### src/rtl/hawk_att_lkup_engine.sv
// ATT lookup engine: hppa -> AttEntry via one-line buffer or a single-beat AXI read.
// Define HAWK_ATT_BYTESWAP_EN to byteswap each 64-bit lane of a captured line.
module hawk_att_lkup_engine #(
  parameter int          ADDR_W      = 40,
  parameter logic [63:0] ATT_START   = 64'hFFF6100000,
  parameter logic [63:0] HPPA_BASE   = 64'hFFF6400000,
  parameter int          ATT_ENTRIES = 24
) (
  input  logic              clk_i,
  input  logic              rst_i,
  input  logic              lkup_valid_i,
  output logic              lkup_ready_o,
  input  logic [ADDR_W-13:0] lkup_hppa_i,
  input  logic              lkup_zero_blk_wr_i,
  input  logic              inval_i,
  output logic [63:0]       araddr_o,
  output logic [7:0]        arlen_o,
  output logic              arvalid_o,
  input  logic              arready_i,
  input  logic [511:0]      rdata_i,
  input  logic [1:0]        rresp_i,
  input  logic              rvalid_i,
  input  logic              rlast_i,
  output logic              rready_o,
  output logic              trnsl_valid_o,
  input  logic              trnsl_ready_i,
  output logic [ADDR_W-13:0] trnsl_ppa_o,
  output logic [1:0]        trnsl_sts_o,
  output logic [7:0]        trnsl_zpd_cnt_o,
  output logic              trnsl_zpd_update_o,
  output logic              trnsl_allow_o,
  output logic              trnsl_err_o,
  output logic [1:0]        dbg_state_o
);

  localparam int PW = ADDR_W - 12;
  localparam int TW = PW - 3;
  localparam logic [PW-1:0] HPPA_PAGE = HPPA_BASE[ADDR_W-1:12];
  localparam logic [PW-1:0] ENTRY_LIM = PW'(ATT_ENTRIES);

  localparam logic [1:0] STS_DALLOC = 2'd0;
  localparam logic [1:0] STS_UNCOMP = 2'd1;
  localparam logic [1:0] STS_INCOMP = 2'd3;

  typedef enum logic [1:0] {
    S_IDLE = 2'd0,
    S_AR   = 2'd1,
    S_R    = 2'd2,
    S_RESP = 2'd3
  } state_t;

  typedef struct packed {
    logic [PW-1:0] ppa;
    logic [1:0]    sts;
    logic [7:0]    zpd;
    logic          upd;
    logic          allow;
    logic          err;
  } trnsl_t;

  localparam trnsl_t TRNSL_RST = '{ppa: {PW{1'b0}}, sts: STS_DALLOC, zpd: 8'd0,
                                   upd: 1'b0, allow: 1'b0, err: 1'b0};
  localparam trnsl_t TRNSL_ERR = '{ppa: {PW{1'b0}}, sts: STS_DALLOC, zpd: 8'd0,
                                   upd: 1'b0, allow: 1'b0, err: 1'b1};

  // AttEntry layout: zpd_cnt[63:56], way[55:2] (ppa = way[ADDR_W-11:2]), sts[1:0]
  function automatic trnsl_t f_decode(input logic [63:0] ent, input logic zbw);
    trnsl_t t;
    t.ppa   = ent[PW+3:4];
    t.sts   = ent[1:0];
    t.zpd   = ent[63:56];
    t.allow = (ent[1:0] == STS_UNCOMP) || (ent[1:0] == STS_INCOMP);
    t.upd   = zbw && (ent[1:0] == STS_UNCOMP);
    t.err   = 1'b0;
    return t;
  endfunction

  function automatic logic [63:0] f_slice(input logic [511:0] line, input logic [2:0] sel);
    return line[{sel, 6'd0} +: 64];
  endfunction

  function automatic logic [511:0] f_line_in(input logic [511:0] d);
    logic [511:0] o;
`ifdef HAWK_ATT_BYTESWAP_EN
    o = {512{1'b0}};
    for (int l = 0; l < 8; l++) begin
      for (int j = 0; j < 8; j++) begin
        o[64*l+8*j +: 8] = d[64*l+8*(7-j) +: 8];
      end
    end
`else
    o = d;
`endif
    return o;
  endfunction

  state_t        r_state;
  logic          r_lkup_ready;
  logic          r_arvalid;
  logic [63:0]   r_araddr;
  logic          r_rready;
  logic          r_tvalid;
  trnsl_t        r_trnsl;
  logic          r_buf_vld;
  logic [TW-1:0] r_buf_tag;
  logic [511:0]  r_line;
  logic [TW-1:0] r_tag;
  logic [2:0]    r_sel;
  logic          r_zbw;

  logic [PW-1:0] w_idx;
  logic [TW-1:0] w_tag;
  logic          w_oor;
  logic          w_hit;
  logic [511:0]  w_line;
  logic [63:0]   w_araddr;

  assign w_idx    = lkup_hppa_i - HPPA_PAGE;
  assign w_tag    = w_idx[PW-1:3];
  assign w_oor    = (lkup_hppa_i < HPPA_PAGE) || (w_idx >= ENTRY_LIM);
  // A same-cycle invalidate must turn a would-be hit into a miss.
  assign w_hit    = r_buf_vld && (r_buf_tag == w_tag) && !inval_i;
  assign w_line   = f_line_in(rdata_i);
  assign w_araddr = ATT_START + {{(64-TW-6){1'b0}}, w_tag, 6'd0};

  // Lookup FSM, line buffer and all registered outputs.
  always_ff @(posedge clk_i or posedge rst_i) begin
    if (rst_i) begin
      r_state      <= S_IDLE;
      r_lkup_ready <= 1'b1;
      r_arvalid    <= 1'b0;
      r_araddr     <= 64'd0;
      r_rready     <= 1'b0;
      r_tvalid     <= 1'b0;
      r_trnsl      <= TRNSL_RST;
      r_buf_vld    <= 1'b0;
      r_buf_tag    <= {TW{1'b0}};
      r_line       <= {512{1'b0}};
      r_tag        <= {TW{1'b0}};
      r_sel        <= 3'd0;
      r_zbw        <= 1'b0;
    end else begin
      if (inval_i) begin
        r_buf_vld <= 1'b0;
      end
      case (r_state)
        S_IDLE: begin
          if (lkup_valid_i) begin
            r_lkup_ready <= 1'b0;
            r_tag        <= w_tag;
            r_sel        <= w_idx[2:0];
            r_zbw        <= lkup_zero_blk_wr_i;
            if (w_oor) begin
              r_trnsl  <= TRNSL_ERR;
              r_tvalid <= 1'b1;
              r_state  <= S_RESP;
            end else if (w_hit) begin
              r_trnsl  <= f_decode(f_slice(r_line, w_idx[2:0]), lkup_zero_blk_wr_i);
              r_tvalid <= 1'b1;
              r_state  <= S_RESP;
            end else begin
              r_araddr  <= w_araddr;
              r_arvalid <= 1'b1;
              r_state   <= S_AR;
            end
          end
        end
        S_AR: begin
          if (arready_i) begin
            r_arvalid <= 1'b0;
            r_rready  <= 1'b1;
            r_state   <= S_R;
          end
        end
        S_R: begin
          // Only the last beat carries the line; stray non-last beats are dropped.
          if (rvalid_i && rlast_i) begin
            r_rready <= 1'b0;
            r_line   <= w_line;
            r_tvalid <= 1'b1;
            r_state  <= S_RESP;
            if (rresp_i == 2'b00) begin
              r_buf_vld <= !inval_i;
              r_buf_tag <= r_tag;
              r_trnsl   <= f_decode(f_slice(w_line, r_sel), r_zbw);
            end else begin
              r_buf_vld <= 1'b0;
              r_trnsl   <= TRNSL_ERR;
            end
          end
        end
        S_RESP: begin
          if (trnsl_ready_i) begin
            r_tvalid     <= 1'b0;
            r_lkup_ready <= 1'b1;
            r_state      <= S_IDLE;
          end
        end
        default: begin
          r_state      <= S_IDLE;
          r_lkup_ready <= 1'b1;
          r_arvalid    <= 1'b0;
          r_rready     <= 1'b0;
          r_tvalid     <= 1'b0;
        end
      endcase
    end
  end

  assign lkup_ready_o       = r_lkup_ready;
  assign araddr_o           = r_araddr;
  assign arlen_o            = 8'd0;
  assign arvalid_o          = r_arvalid;
  assign rready_o           = r_rready;
  assign trnsl_valid_o      = r_tvalid;
  assign trnsl_ppa_o        = r_trnsl.ppa;
  assign trnsl_sts_o        = r_trnsl.sts;
  assign trnsl_zpd_cnt_o    = r_trnsl.zpd;
  assign trnsl_zpd_update_o = r_trnsl.upd;
  assign trnsl_allow_o      = r_trnsl.allow;
  assign trnsl_err_o        = r_trnsl.err;
  assign dbg_state_o        = r_state;

endmodule

### config.mk
export PLATFORM = sky130hd
export DESIGN_NAME = hawk_att_lkup_engine
export DESIGN_NICKNAME = d
export VERILOG_FILES = /design/src/rtl/hawk_att_lkup_engine.sv
export SDC_FILE = /design/constraint.sdc
export NUM_CORES = 1
export LEC_CHECK = 0
export ABC_AREA = 1
export BUFFER_PORTS_ARGS = -buffer_cell sky130_fd_sc_hd__buf_2
export CAP_MARGIN = 20
export CORE_AREA = 2 2 259 261
export DETAILED_ROUTE_END_ITERATION = 12
export DIE_AREA = 0 0 261 263
export GPL_TIMING_DRIVEN = 0
export MAX_ROUTING_LAYER = met4
export RECOVER_POWER = 50
export SLEW_MARGIN = 20
export SYNTH_ARGS = -nofsm -noshare
export SYNTH_HDL_FRONTEND = slang
export SYNTH_SLANG_ARGS = --single-unit
### constraint.sdc
create_clock -name clk_i -period 13.3 [get_ports clk_i]
set_input_delay 1.995 -clock clk_i [delete_from_list [all_inputs] [get_ports clk_i]]
set_output_delay 1.995 -clock clk_i [all_outputs]
set_load 0.01 [all_outputs]
==> results of run 1 <==
## stage by stage
stage	worst slack [ns]	area (um2)	hold WS [ns]
3_3_place_gp	2.221	26630	0.4379
2_1_floorplan	5.361	23440	0.4366
5_1_grt	4.454	28600	0.4785
4_1_cts	8.832	28750	0.4598
6_report	5.553	28600	0.4519
3_5_place_dp	8.187	26930	0.4447
## flip-flops by register name, summed over array words and instances, names as in the netlist
signal,count
r_buf_vld,1
trnsl_ppa_o,28
dbg_state_o,2
r_line,304
trnsl_valid_o,1
trnsl_err_o,1
r_tag,25
trnsl_sts_o,2
arvalid_o,1
trnsl_zpd_cnt_o,8
r_buf_tag,25
r_zbw,1
lkup_ready_o,1
rready_o,1
r_sel,3
trnsl_allow_o,1
trnsl_zpd_update_o,1
araddr_o,34
## worst max-delay path, stage by stage
cell        delay [ns]
buf_2             0.10
clkinvlp_2        0.52
clkbuf_1          1.45
clkbuf_1          1.35
clkbuf_1          1.35
clkbuf_1          1.34
## metal layers
metal  vias up  global-route usage
li1      11100                   -
met1     11970              0.4396
met2      1927              0.5102
met3       442              0.1804
met4         0              0.1907
met5         -                   -
## cell type report
type | count | area (um2) | share of cell area
diodes | 48 | 120.1 | 0.004199
clock inverters | 18 | 190.2 | 0.006649
plain buffers | 250 | 1146 | 0.04007
repair buffers | 435 | 2165 | 0.07567
inverters | 278 | 1045 | 0.03652
flip-flops and latches | 440 | 11010 | 0.3850
clock buffers | 78 | 1633 | 0.05708
multi-input cells | 2135 | 10210 | 0.3570
well taps | 864 | 1081 | 0.03779
## Yosys cell counts (2+ instances only)
cell,count,share of area
buf_2,10,0.0021
clkbuf_1,183,0.029
xnor3_1,2,0.0019
inv_1,273,0.044
o32ai_1,16,0.0060
ha_1,6,0.0032
a31oi_1,20,0.0054
nand4_1,10,0.0027
a21oi_1,150,0.032
buf_4,42,0.014
xor3_1,2,0.0020
a221oi_1,17,0.0064
nand2_1,908,0.15
mux2_2,5,0.0024
nor4_1,2,0.00054
o221ai_1,58,0.022
and3_1,2,0.00054
o21ai_0,418,0.090
buf_6,5,0.0024
a22oi_1,17,0.0055
mux2i_1,50,0.021
o21ai_1,21,0.0045
o22ai_1,2,0.00054
nand3b_1,5,0.0016
nand3_1,109,0.023
o31ai_1,2,0.00064
buf_1,10,0.0016
nand2_2,10,0.0027
xor2_1,3,0.0011
nor3_1,12,0.0026
inv_2,4,0.00064
dfrtp_1,439,0.47
nor2_1,209,0.034
o211ai_1,29,0.0093
nor2_2,2,0.00054
## power breakdown
part / total, W / switching, W / leakage, nW / internal, W
sequential: 0.00223 / 0.000303 / 5.43 / 0.00192
combinational: 0.00230 / 0.00163 / 7.90 / 0.000672
clock: 0.00155 / 0.000643 / 0.895 / 0.000905
total: 0.00608 / 0.00258 / 14.2 / 0.00350
## kinds of logic (layout without fill, tap and decap cells)
logic type      after synthesis  after routing  synth area share
other cells                   1             85         0.0001609
mux                          55             55           0.02389
fa+ha+maj                     6              6          0.003221
flops                       440            440            0.4725
buf+inv                     528           1059           0.09396
simple gates               1277           1277            0.2179
compound gates              753            753            0.1832
xor+xnor                      7              7          0.005101
## how the worst max path moves through the flow
stage	from	endpoint	slack (ns)	cells past startpoint
2_1_floorplan	rst_i	araddr_o[10]	5.36	1
3_3_place_gp	rst_i	r_buf_tag[19]	2.22	2
3_5_place_dp	lkup_hppa_i[0]	trnsl_ppa_o[12]	8.19	9
4_1_cts	lkup_hppa_i[0]	trnsl_ppa_o[12]	8.83	9
5_1_grt	rst_i	r_line[267]	4.45	6
6_report	rst_i	r_line[201]	5.55	6
==> run_results.csv, run 1 <==
group,metric,value,unit
logic_synthesis,synth_edf_count,0,
sta,max_freq,0.1291,GHz
logic_synthesis,synth_area,23300,um2
detailed_routing,first_iter_violations,3449,
cts,cts_resized,0,
power_and_ir_drop,power.density,212.5,nW/um2
die,die_area,68640,um2
detailed_routing,routed_wl,125.7,mm
sta,final-hold-violation-count,0,
sta,max_slew.worst_pin.slew,1.937,ns
sta,setup_viol,0,
power_and_ir_drop,leakagePower,14.22,nW
cts,clk_latency,0.65,ns
cts,cts_made_buffers,53,
detailed_routing,met3WireLength,20.64,mm
placed_design,place.gp.congestion,1.058,
setup_path,r2r_slack,9.59,ns
die,coreArea,65630,um2
finish,finalNetCount,4150,
placed_design,post-dp-hpwl,93.25,mm
setup_path,critPathCaptureType,"async pin",
placed_design,io_buffers,420,
cts,tritoncts,"built",
sta,rsz0062_at_grt,"no",
power_and_ir_drop,max-vdd-ir-drop,96.03,uV
finish,drive_gt1_frac,0.1596,
die,start_util,0.3551,
run_status,status,"complete, but fails checks",
cts,cts_hold_buf,0,
run_status,violations,"capacitance limit, slew limit",
detailed_routing,vias,25440,
detailed_routing,via_per_inst,5.595,
logic_synthesis,yosysWarnings,0,
finish,layout_common_cells,"nand2_1 (914), dfrtp_1 (439), buf_2 (422), o21ai_0 (418), inv_1 (273)",
logic_synthesis,synth_cells,3067,
setup_path,r2r-start,"r_sel[0]",
global_routing,grt_usage,0.3689,
sta,period_minus_slack,7.747,ns
setup_path,cp.arrival,8.16,ns
global_routing,grt_pass1_vias,24040,
power_and_ir_drop,p_total,0.006078,W
cts,cts_setup_buffers,0,
placed_design,place_inst,4402,
flow_run,drv_cap,12,
worst_hold_path,min_delay_path_depth,2,
worst_hold_path,min_to,"araddr_o[20]",
setup_path,critPathKind,"in -> async",
setup_path,cp.required,13.72,ns
setup_path,regToRegEndpoint,"trnsl_ppa_o[4]",
global_routing,grt_max_degree,33,
setup_path,crit_fanout,32,
detailed_routing,routedWlPerCell,27.66,um
sta,fin_crit_sh,0.5825,
logic_synthesis,yosysSeqAreaShare,0.4725,
logic_synthesis,synth_cell_types,49,
setup_path,ff2ff_path_depth,10,
setup_path,critPathLaunchType,"primary input",
logic_synthesis,synth-seq-cells,440,
finish,fin_cells,4546,
finish,postLayoutCoreUtil,0.4358,
cts,ctsHtreeMaxLevel,2,
sta,slew_headroom,-0.2915,
global_routing,antenna_found_initial,47,
sta,finalMaxSlewViolations,339,
detailed_routing,first_pass_iters,6,
detailed_routing,wl_met2,51.21,mm
worst_hold_path,hold_start,"araddr_o[20]",
die,die_h,263,um
global_routing,overflow,0,
finish,final.fill_count,6923,
global_routing,grt_first_pass_wirelength,173.8,mm
detailed_routing,highest_layer,"met4",
cts,clk_pin_slew,0.06,ns
die,die_w,261,um
logic_synthesis,avgSynthCellArea,7.598,um2
sta,finalSetupTns,0,ns
detailed_routing,drc,0,
die,ios,670,
detailed_routing,drt-met1-wl,46.08,mm
worst_hold_path,hp-class,"reg -> reg",
die,rows,94,
cts,clockBufferDepth,3,
logic_synthesis,synthArstFlopShare,1.000,
finish,syn_to_final_growth,22.74,%
detailed_routing,ant_nets,0,
cts,cts-root-buf,"clkbuf_16",
cts,cts_sinks,440,
logic_synthesis,ys.flop_type,"dfrtp_1",
finish,final_common_cell,"nand2_1",
sta,finClkSkew,0.03162,ns
No activity file was read; power rests on OpenSTA's default activity.
==> run 2: changes to the inputs <==
CORE_AREA = 2 2 261 263   (was 2 2 259 261)
DIE_AREA = 0 0 263 265   (was 0 0 261 263)
clock period = 8 ns   (was 13.3 ns; I/O delays follow)
==> run_results.csv, run 2 (same netlist as run 1, synthesis figures left out) <==
group,metric,value,unit
run_status,status,"complete, but fails checks",
run_status,violations,"capacitance limit, slew limit",
global_routing,antenna_found_initial,37,
setup_path,critPathLaunchType,"primary input",
die,ios,670,
sta,slew_headroom,-0.2213,
detailed_routing,routed_wl,127.5,mm
setup_path,r2r-start,"r_sel[0]",
finish,fin_cells,4546,
cts,clk_latency,0.64,ns
setup_path,critPathKind,"in -> async",
finish,largest_reg_flops,304,
sta,max_freq,0.1907,GHz
setup_path,crit_slowest_cell,"clkbuf_1",
finish,finalNetCount,4152,
detailed_routing,ant_nets,0,
sta,rsz0062_at_grt,"no",
detailed_routing,first_iter_violations,3521,
finish,finalInstanceArea,28730,um2
sta,max_slew.worst_pin.slew,1.832,ns
sta,fin_crit_sh,0.6556,
worst_hold_path,hold_start,"araddr_o[30]",
global_routing,grt_first_pass_wirelength,176.6,mm
sta,final-hold-violation-count,0,
placed_design,post-dp-hpwl,94.92,mm
setup_path,path_cells,"clkbuf_1 > clkinvlp_2 > clkbuf_1 > clkbuf_1 > clkbuf_1",
global_routing,overflow,0,
die,die_h,265,um
die,die_w,263,um
setup_path,crit_fanout,32,
power_and_ir_drop,leakagePower,14.21,nW
sta,setup_viol,0,
setup_path,cp.required,8.40,ns
finish,layout_common_cells,"nand2_1 (910), dfrtp_1 (439), o21ai_0 (417), buf_2 (390), inv_1 (272)",
finish,final.fill_count,7022,
setup_path,critPathBufInv,5,
setup_path,cpPeakStageDelay,1.31,ns
setup_path,crit_top_cell,"clkbuf_1",
cts,cts_setup_buffers,0,
setup_path,ff2ff_path_depth,10,
sta,finalMaxSlewViolations,179,
flow_run,drv_cap,6,
finish,postLayoutCoreUtil,0.4301,
detailed_routing,drc,0,
detailed_routing,routedWlPerCell,28.05,um
global_routing,grt_max_degree,33,
placed_design,dpl-instance-area,26970,um2
cts,cts_sinks,440,
die,die_area,69700,um2
worst_hold_path,hp-class,"reg -> reg",
worst_hold_path,min_delay_path_depth,2,
die,coreArea,66800,um2
detailed_routing,via_per_inst,5.623,
global_routing,grt_usage,0.3678,
die,start_util,0.3488,
worst_hold_path,min_to,"araddr_o[30]",
detailed_routing,vias,25560,
cts,cts_made_buffers,54,
setup_path,regToRegEndpoint,"trnsl_ppa_o[27]",
finish,drive_gt1_frac,0.1526,
cts,clockBufferDepth,3,
power_and_ir_drop,max-vdd-ir-drop,194.8,uV
finish,top_register,"r_line",
detailed_routing,first_pass_iters,8,
cts,ctsHtreeMaxLevel,2,
setup_path,r2r_slack,4.16,ns
setup_path,critical-path-top-delay-family,"buffers and inverters",
cts,cts_resized,0,
setup_path,critPathCaptureType,"async pin",
cts,clk_pin_slew,0.06,ns
setup_path,cp.arrival,5.65,ns
cts,cts_hold_buf,0,
finish,final_common_cell,"nand2_1",
cts,tritoncts,"built",
die,rows,95,
placed_design,place.gp.congestion,1.045,
placed_design,place_inst,4412,
sta,period_minus_slack,5.245,ns
power_and_ir_drop,power.density,356.4,nW/um2
sta,finClkSkew,0.03310,ns
global_routing,grt_pass1_vias,23980,
placed_design,io_buffers,420,
finish,syn_to_final_growth,23.29,%
cts,cts-root-buf,"clkbuf_16",
[run 2: cell types whose count changed in the layout (fill, tap and decap cells not counted), sizes merged]
cell	delta
bufinv	+4
clkinvlp	-4
diode	-12
clkbuf	+32
inv	-2
buf	-27
[run 2: cell type report]
class / count / area (um2) / area share
Tap cell: 873 / 1092 / 0.03802
Buffer: 250 / 1146 / 0.03989
Inverter: 278 / 1045 / 0.03636
Multi-Input combinational cell: 2135 / 10230 / 0.3562
Antenna cell: 36 / 90.09 / 0.003136
Sequential cell: 440 / 11010 / 0.3833
Clock inverter: 16 / 262.8 / 0.009146
Timing Repair Buffer: 436 / 2210 / 0.07691
Clock buffer: 82 / 1640 / 0.05709
[run 2: worst max path at each step]
stage,startpoint,to,cells after the start
6_report,rst_i,r_tag[19],5
5_1_grt,rst_i,r_tag[19],5
4_1_cts,lkup_hppa_i[10],trnsl_ppa_o[6],15
3_5_place_dp,lkup_hppa_i[10],trnsl_ppa_o[6],15
3_3_place_gp,rst_i,araddr_o[14],2
2_1_floorplan,rst_i,araddr_o[10],1
[run 2: tightest hold or removal path: cells and delay by family, from the launching register on]
| family | cells | cell delay, ns |
|---|---|---|
| flops | 1 | 0.34 |
| buf+inv | 1 | 0.04 |
| simple gates | 1 | 0.05 |
[run 2: power by group]
group / total [W] / switching (W) / internal (W)
Combinational: 0.00384 / 0.00272 / 0.00112
Sequential: 0.00371 / 0.000509 / 0.00320
Clock: 0.00269 / 0.00106 / 0.00163
Total: 0.0102 / 0.00429 / 0.00595
[run 2: layer usage]
metal | wire [um] | GRT usage | vias to the layer above
li1 | - | - | 11090
met1 | 49280 | 0.4583 | 12160
met2 | 51940 | 0.5095 | 1918
met3 | 18840 | 0.1520 | 394
met4 | 7460 | 0.1855 | 0
met5 | 0 | - | -
[run 2: through the flow]
step                power, W  setup TNS, ns  hold slack (ns)  setup WS, ns
floorplan           0.005762              0           0.4366        0.8556
global placement    0.007326        -971.12           0.4393        -2.277
detailed placement  0.007384              0           0.4448         3.613
finish               0.01024              0           0.4576         2.755
global route         0.01069              0           0.4741         2.109
CTS                  0.01007              0           0.4601         4.236
